$ cat config.mk
export PLATFORM = sky130hd
export DESIGN_NAME = uart_rx_flat
export DESIGN_NICKNAME = d
export VERILOG_FILES = /design/src/rtl/uart_rx_if.sv /design/src/rtl/uart_rx.sv /design/src/flat_wrapper.sv
export SDC_FILE = /design/constraint.sdc
export NUM_CORES = 1
export LEC_CHECK = 0
export BUFFER_PORTS_ARGS = -buffer_cell sky130_fd_sc_hd__buf_2
export CAP_MARGIN = 20
export CORE_MARGIN = 5
export CORE_UTILIZATION = 60
export DETAILED_ROUTE_END_ITERATION = 10
export PLACE_DENSITY = 0.83
export SETUP_SLACK_MARGIN = 0.5
export SYNTH_ARGS = -nofsm -noshare
export SYNTH_HDL_FRONTEND = slang
export SYNTH_SLANG_ARGS = --single-unit
$ cat constraint.sdc
create_clock -name clk -period 4.6 [get_ports clk]
set_clock_uncertainty 0.1 [all_clocks]
set_input_delay 0.92 -clock clk [delete_from_list [all_inputs] [get_ports clk]]
set_output_delay 0.92 -clock clk [all_outputs]
set_load 0.1 [all_outputs]
$ cat src/rtl/uart_rx_if.sv
// CPU-side register bus of the UART receiver: RCSTA write/read, RCREG pop/read and the RCIF strobe.
interface uart_rx_if;
    logic [7:0] reg_data_in;
    logic       rcsta_reg_wr_en;
    logic [7:0] rcsta_reg_out;
    logic       rxreg_reg_rd_en;
    logic [7:0] rxreg_reg_out;
    logic       rxif_set_en;

    modport master (
        output reg_data_in, rcsta_reg_wr_en, rxreg_reg_rd_en,
        input  rcsta_reg_out, rxreg_reg_out, rxif_set_en
    );

    modport slave (
        input  reg_data_in, rcsta_reg_wr_en, rxreg_reg_rd_en,
        output rcsta_reg_out, rxreg_reg_out, rxif_set_en
    );
endinterface

$ cat src/rtl/uart_rx.sv
// Asynchronous UART receiver: 16x oversampling, 8/9-bit frames, 2-deep FIFO, RCSTA/RCREG registers.
// Optional macro UART_RX_MAJORITY_EN selects 2-of-3 majority sampling at ticks 6/7/8.
module uart_rx (
    input  logic      clk,
    input  logic      rst,
    input  logic      UART_RXD,
    input  logic      uart_rx_cap_en,
    uart_rx_if.slave  bus
);
    localparam logic [2:0] IDLE  = 3'd0;
    localparam logic [2:0] START = 3'd1;
    localparam logic [2:0] DATA  = 3'd2;
    localparam logic [2:0] BIT9  = 3'd3;
    localparam logic [2:0] STOP  = 3'd4;

`ifdef UART_RX_MAJORITY_EN
    localparam logic [3:0] SAMPLE_T = 4'd8;
`else
    localparam logic [3:0] SAMPLE_T = 4'd7;
`endif

    function automatic logic majority3(input logic a, input logic b, input logic c);
        return (a & b) | (a & c) | (b & c);
    endfunction

    logic       rxd_p0, rxd_p1, rxd_s;
    logic       spen, rx9, cren, adden, oerr;
    logic [2:0] state;
    logic [3:0] tick_cnt;
    logic [2:0] bit_cnt;
    logic [7:0] data_sr;
    logic       bit9;
    logic [9:0] fifo_e0, fifo_e1;
    logic [1:0] fifo_cnt;

    logic       wr, abort, flush, run, sample_pt, bit_val;
    logic       push, push_ok, pop, overrun;
    logic [1:0] cnt_after_pop;
    logic [9:0] new_entry, head;
    logic [7:0] wdata;
    logic       unused_wbits;

    assign wr    = bus.rcsta_reg_wr_en;
    assign wdata = bus.reg_data_in;
    assign unused_wbits = ^{wdata[5], wdata[2:0]};

    // A write that leaves SPEN or CREN low aborts the frame; SPEN low also flushes the FIFO.
    assign abort = wr & ~(wdata[7] & wdata[4]);
    assign flush = wr & ~wdata[7];
    assign run   = spen & cren & ~oerr;

    // Stage p0/p1: two-flop synchronizer for the asynchronous pin
    always_ff @(posedge clk) begin
        if (!rst) begin
            rxd_p0 <= 1'b1;
            rxd_p1 <= 1'b1;
        end else begin
            rxd_p0 <= UART_RXD;
            rxd_p1 <= rxd_p0;
        end
    end
    assign rxd_s = rxd_p1;

    assign sample_pt = uart_rx_cap_en && (tick_cnt == SAMPLE_T);

`ifdef UART_RX_MAJORITY_EN
    logic samp6, samp7;
    always_ff @(posedge clk) begin
        if (uart_rx_cap_en && tick_cnt == 4'd6) samp6 <= rxd_s;
        if (uart_rx_cap_en && tick_cnt == 4'd7) samp7 <= rxd_s;
    end
    assign bit_val = majority3(samp6, samp7, rxd_s);
`else
    assign bit_val = rxd_s;
`endif

    always_ff @(posedge clk) begin
        if (!rst || abort || !run) begin
            state    <= IDLE;
            tick_cnt <= 4'd0;
            bit_cnt  <= 3'd0;
        end else if (uart_rx_cap_en) begin
            tick_cnt <= tick_cnt + 4'd1;
            case (state)
                IDLE: begin
                    tick_cnt <= 4'd0;
                    if (!rxd_s) state <= START;
                end
                START: if (sample_pt) begin
                    if (bit_val) begin
                        state    <= IDLE;
                        tick_cnt <= 4'd0;
                    end else begin
                        state   <= DATA;
                        bit_cnt <= 3'd0;
                    end
                end
                DATA: if (sample_pt) begin
                    if (bit_cnt == 3'd7) begin
                        state   <= rx9 ? BIT9 : STOP;
                        bit_cnt <= 3'd0;
                    end else begin
                        bit_cnt <= bit_cnt + 3'd1;
                    end
                end
                BIT9: if (sample_pt) state <= STOP;
                STOP: if (sample_pt) begin
                    state    <= IDLE;
                    tick_cnt <= 4'd0;
                end
                default: state <= IDLE;
            endcase
        end
    end

    always_ff @(posedge clk) begin
        if (uart_rx_cap_en && state == DATA && tick_cnt == SAMPLE_T) data_sr <= {bit_val, data_sr[7:1]};
        if (uart_rx_cap_en && state == BIT9 && tick_cnt == SAMPLE_T) bit9 <= bit_val;
    end

    // Frames failing the address filter never reach the FIFO and cannot overrun it.
    assign new_entry     = {~bit_val, rx9 & bit9, data_sr};
    assign push          = run && !abort && state == STOP && sample_pt && !(rx9 && adden && !bit9);
    assign pop           = bus.rxreg_reg_rd_en && (fifo_cnt != 2'd0);
    assign cnt_after_pop = fifo_cnt - {1'b0, pop};
    assign overrun       = push && (cnt_after_pop == 2'd2);
    assign push_ok       = push && (cnt_after_pop != 2'd2);

    always_ff @(posedge clk) begin
        if (!rst || flush) fifo_cnt <= 2'd0;
        else               fifo_cnt <= cnt_after_pop + {1'b0, push_ok};
    end

    // Pop shifts the tail forward first; a later push write overrides the vacated slot.
    always_ff @(posedge clk) begin
        if (pop) fifo_e0 <= fifo_e1;
        if (push_ok) begin
            if (cnt_after_pop == 2'd0) fifo_e0 <= new_entry;
            else                       fifo_e1 <= new_entry;
        end
    end

    always_ff @(posedge clk) begin
        if (!rst) begin
            spen  <= 1'b0;
            rx9   <= 1'b0;
            cren  <= 1'b0;
            adden <= 1'b0;
            oerr  <= 1'b0;
        end else if (wr) begin
            spen  <= wdata[7];
            rx9   <= wdata[6];
            cren  <= wdata[4];
            adden <= wdata[3];
            oerr  <= oerr & wdata[7] & wdata[4];
        end else if (overrun) begin
            oerr  <= 1'b1;
        end
    end

    assign head              = (fifo_cnt != 2'd0) ? fifo_e0 : 10'd0;
    assign bus.rxreg_reg_out = head[7:0];
    assign bus.rcsta_reg_out = {spen, rx9, 1'b0, cren, adden, head[9], oerr, head[8]};
    assign bus.rxif_set_en   = (fifo_cnt != 2'd0);
endmodule
$ cat src/flat_wrapper.sv
// flat-port wrapper written by rule: the top's interface ports become plain ports
module uart_rx_flat 
  (clk, rst, UART_RXD, uart_rx_cap_en, bus_reg_data_in, bus_rcsta_reg_wr_en, bus_rxreg_reg_rd_en, bus_rcsta_reg_out, bus_rxreg_reg_out, bus_rxif_set_en);
  uart_rx_if bus_i ();
  input  logic clk;
  input  logic rst;
  input  logic UART_RXD;
  input  logic uart_rx_cap_en;
  input wire logic [$bits(bus_i.reg_data_in)-1:0] bus_reg_data_in;
  input wire logic [$bits(bus_i.rcsta_reg_wr_en)-1:0] bus_rcsta_reg_wr_en;
  input wire logic [$bits(bus_i.rxreg_reg_rd_en)-1:0] bus_rxreg_reg_rd_en;
  output wire logic [$bits(bus_i.rcsta_reg_out)-1:0] bus_rcsta_reg_out;
  output wire logic [$bits(bus_i.rxreg_reg_out)-1:0] bus_rxreg_reg_out;
  output wire logic [$bits(bus_i.rxif_set_en)-1:0] bus_rxif_set_en;
  assign bus_i.reg_data_in = bus_reg_data_in;
  assign bus_i.rcsta_reg_wr_en = bus_rcsta_reg_wr_en;
  assign bus_i.rxreg_reg_rd_en = bus_rxreg_reg_rd_en;
  assign bus_rcsta_reg_out = bus_i.rcsta_reg_out;
  assign bus_rxreg_reg_out = bus_i.rxreg_reg_out;
  assign bus_rxif_set_en = bus_i.rxif_set_en;
  uart_rx u_core (.clk(clk), .rst(rst), .UART_RXD(UART_RXD), .uart_rx_cap_en(uart_rx_cap_en), .bus(bus_i));
endmodule
==> flow_summary.json <==
{
  "hold_viol_final": 0,
  "fin_nets": 237,
  "syn-cell-area_sq_mm": 0.00222,
  "grt_pass1_wl_microns": 6340,
  "worstPathArrival_ns": 3.07,
  "antenna_found_initial": 0,
  "synthArstFlopShare": 0,
  "wl_microns": 3620,
  "core_area_sq_mm": 0.00363,
  "post-route-min-period_ns": 2.98,
  "gp_congestion": 0.785,
  "setup_viol": 0,
  "fin_cells": 268,
  "cts_made_buffers": 5,
  "cts_setup_buffers": 0,
  "area_growth_pct": 11.1,
  "yosysWarnings": 0,
  "hold_buffers": 0,
  "n_fill_cell": 261,
  "start_kind": "input pin",
  "p_leak_nw": 1.03,
  "grt_pass1_vias": 1371,
  "hp-class": "reg -> reg",
  "ant_nets": 0,
  "worstMarginPinSlew_ns": 0.770,
  "cts.repair.resized": 0,
  "clock_latency_ns": 0.30,
  "slew_violations": 0,
  "drtPass1Iterations": 4,
  "synth_area_per_cell_sq_um": 11.1,
  "seq_area_frac_synth": 0.517,
  "wl_per_cell_microns": 13.5,
  "maxCapViolations": 0,
  "clock-sinks": 48,
  "status": "finished, final reports clean",
  "cp-end-kind": "flop",
  "slew_headroom": 0.485,
  "synth_seq_cells": 48,
  "yosys.area.top_type": "dfxtp_1",
  "io_pins": 31,
  "placed_cells": 260,
  "path_max_fanout": 11,
  "io_buffers": 25,
  "min_period_over_period": 0.648,
  "cts_tree": "yes",
  "yosysUniqueCellTypes": 45,
  "dp_hpwl_microns": 2510,
  "via_per_inst": 5.43,
  "die_x_microns": 70.9,
  "rows": 22,
  "synth.top_cell.area_share": 0.261,
  "clk_path_buf_depth": 2,
  "synth.area.top_cells": "dfxtp_1 (26%), edfxtp_1 (26%), mux2_2 (9.1%)",
  "track_usage": 0.156,
  "h-tree-depth": 2,
  "drc": 0,
  "rsz0062_at_grt": "no",
  "diodes": 0,
  "layout-drive-gt1-share": 0.259,
  "grt-ovfl-total": 0,
  "cp.required_ns": 4.68,
  "floorplan.die_area_sq_mm": 0.00503,
  "synth-main-ff-cell": "dfxtp_1",
  "fmax_mhz": 335,
  "path_class": "in -> reg",
  "cts_root_buffer": "clkbuf_8",
  "syn-num-nets": 218,
  "initial_core_util": 0.612,
  "synth_edf_count": 19,
  "powerDensity_mw_per_mm2": 371,
  "cts.clk_slew.worst_paths_ns": 0.08,
  "synth_common_cells": "dfxtp_1 (29), edfxtp_1 (19), mux2_2 (18)",
  "setup_tns_ns": 0,
  "fin_hold_ws_ns": 0.319,
  "ir_worst_vdd_v": 0.000279,
  "first_iter_violations": 111,
  "grt_max_degree": 17,
  "die_h_microns": 70.9,
  "syn_inst": 200,
  "yosys.cell_count.top_type": "dfxtp_1",
  "vias": 1456
}
[path summary, 6_finish.rpt]
| kind | startpoint | end | slack (ns) | cells after the start |
|---|---|---|---|---|
| worst min-delay path | u_core.rxd_p0 | u_core.bit_val | 0.32 | 1 |
| worst max-delay path | bus_rxreg_reg_rd_en | u_core.fifo_e0[1] | 1.62 | 9 |
| worst max register to register | u_core.fifo_cnt[1] | u_core.fifo_e0[1] | 1.89 | 8 |
| worst min register to register | u_core.rxd_p0 | u_core.bit_val | 0.32 | 1 |
[stage by stage]
stage,setup WS [ns],area (sq um),utilization,total power [mW]
after floorplan,1.65,2220,-,0.554
after global placement,1.37,2330,0.642,0.560
after detailed placement,1.35,2330,0.642,0.565
after CTS,1.64,2470,0.680,0.920
after global routing,1.46,2470,0.680,0.953
final,1.62,2470,0.680,0.916
[cell type report]
cell class	count	area, sq um	share of cell area
Clock buffer	5	68.8	0.0278
Clock inverter	3	68.8	0.0278
Inverter	9	33.8	0.0137
Multi-Input combinational cell	128	948	0.384
Sequential cell	48	1150	0.466
Tap cell	48	60.1	0.0243
Timing Repair Buffer	27	140	0.0567
[routing by layer]
layer  track usage  share of wire  wire length [microns]
met2         0.253           0.49                   1760
met4        0.0585          0.019                     67
met3        0.0341          0.048                    172
met5             0              0                      0
met1         0.204           0.45                   1610
[cell usage in the layout (no fill, tap or decap), types with 2 or more instances in the layout]
master,synthesis,final
nand3_1,4,4
buf_2,4,25
nor2b_1,17,17
o21ai_0,6,6
a21boi_0,2,2
a22oi_1,2,2
clkbuf_8,0,5
bufinv_16,0,2
nand4_1,2,2
mux2_2,18,18
and2_1,4,4
and3_1,2,2
or3_1,2,2
dfxtp_1,29,29
inv_1,9,9
nand3b_1,3,3
edfxtp_1,19,19
a21oi_1,6,6
ha_1,4,4
xnor2_1,2,2
mux2i_1,7,7
nand2b_1,6,6
nor3_1,4,4
buf_4,8,2
nand2_1,8,8
nor2_1,9,9
[power by group]
group | switching [mW] | internal (mW) | total (mW) | leakage (nW)
Sequential | 0.0119 | 0.463 | 0.475 | 0.408
Clock | 0.142 | 0.219 | 0.361 | 0.0687
Combinational | 0.0373 | 0.0424 | 0.0798 | 0.555
Total | 0.191 | 0.724 | 0.916 | 1.03
[critical path, cell delays in order]
cell and delay [ns]:
buf_2 0.09, o21ai_0 0.07, buf_4 0.23, inv_1 0.06, ha_1 0.18, xnor2_1 0.30, nand2_1 0.08, nand4b_1 0.62
mux2_2 0.50
[cells by family after synthesis]
| group | after synthesis | share of synthesized area |
|---|---|---|
| and+or+nand+nor | 68 | 0.179 |
| DFF | 48 | 0.517 |
| AOI/OAI and AO/OA | 27 | 0.0889 |
| muxes | 25 | 0.123 |
| buffers and inverters | 24 | 0.0562 |
| adders and majority gates | 4 | 0.0225 |
| xor gates and xnor gates | 3 | 0.0118 |
| other | 1 | 0.00169 |
[state kept, by name, indices dropped and copies added, names as in the netlist, 2 cells and up]
| signal | flops |
|---|---|
| u_core.fifo_cnt | 2 |
| u_core.fifo_e1 | 10 |
| u_core.fifo_e0 | 10 |
| u_core.bit_cnt | 3 |
| u_core.tick_cnt | 4 |
| u_core.data_sr | 8 |
| u_core.state | 3 |
Note: power is estimated with default switching activity, not from simulation.
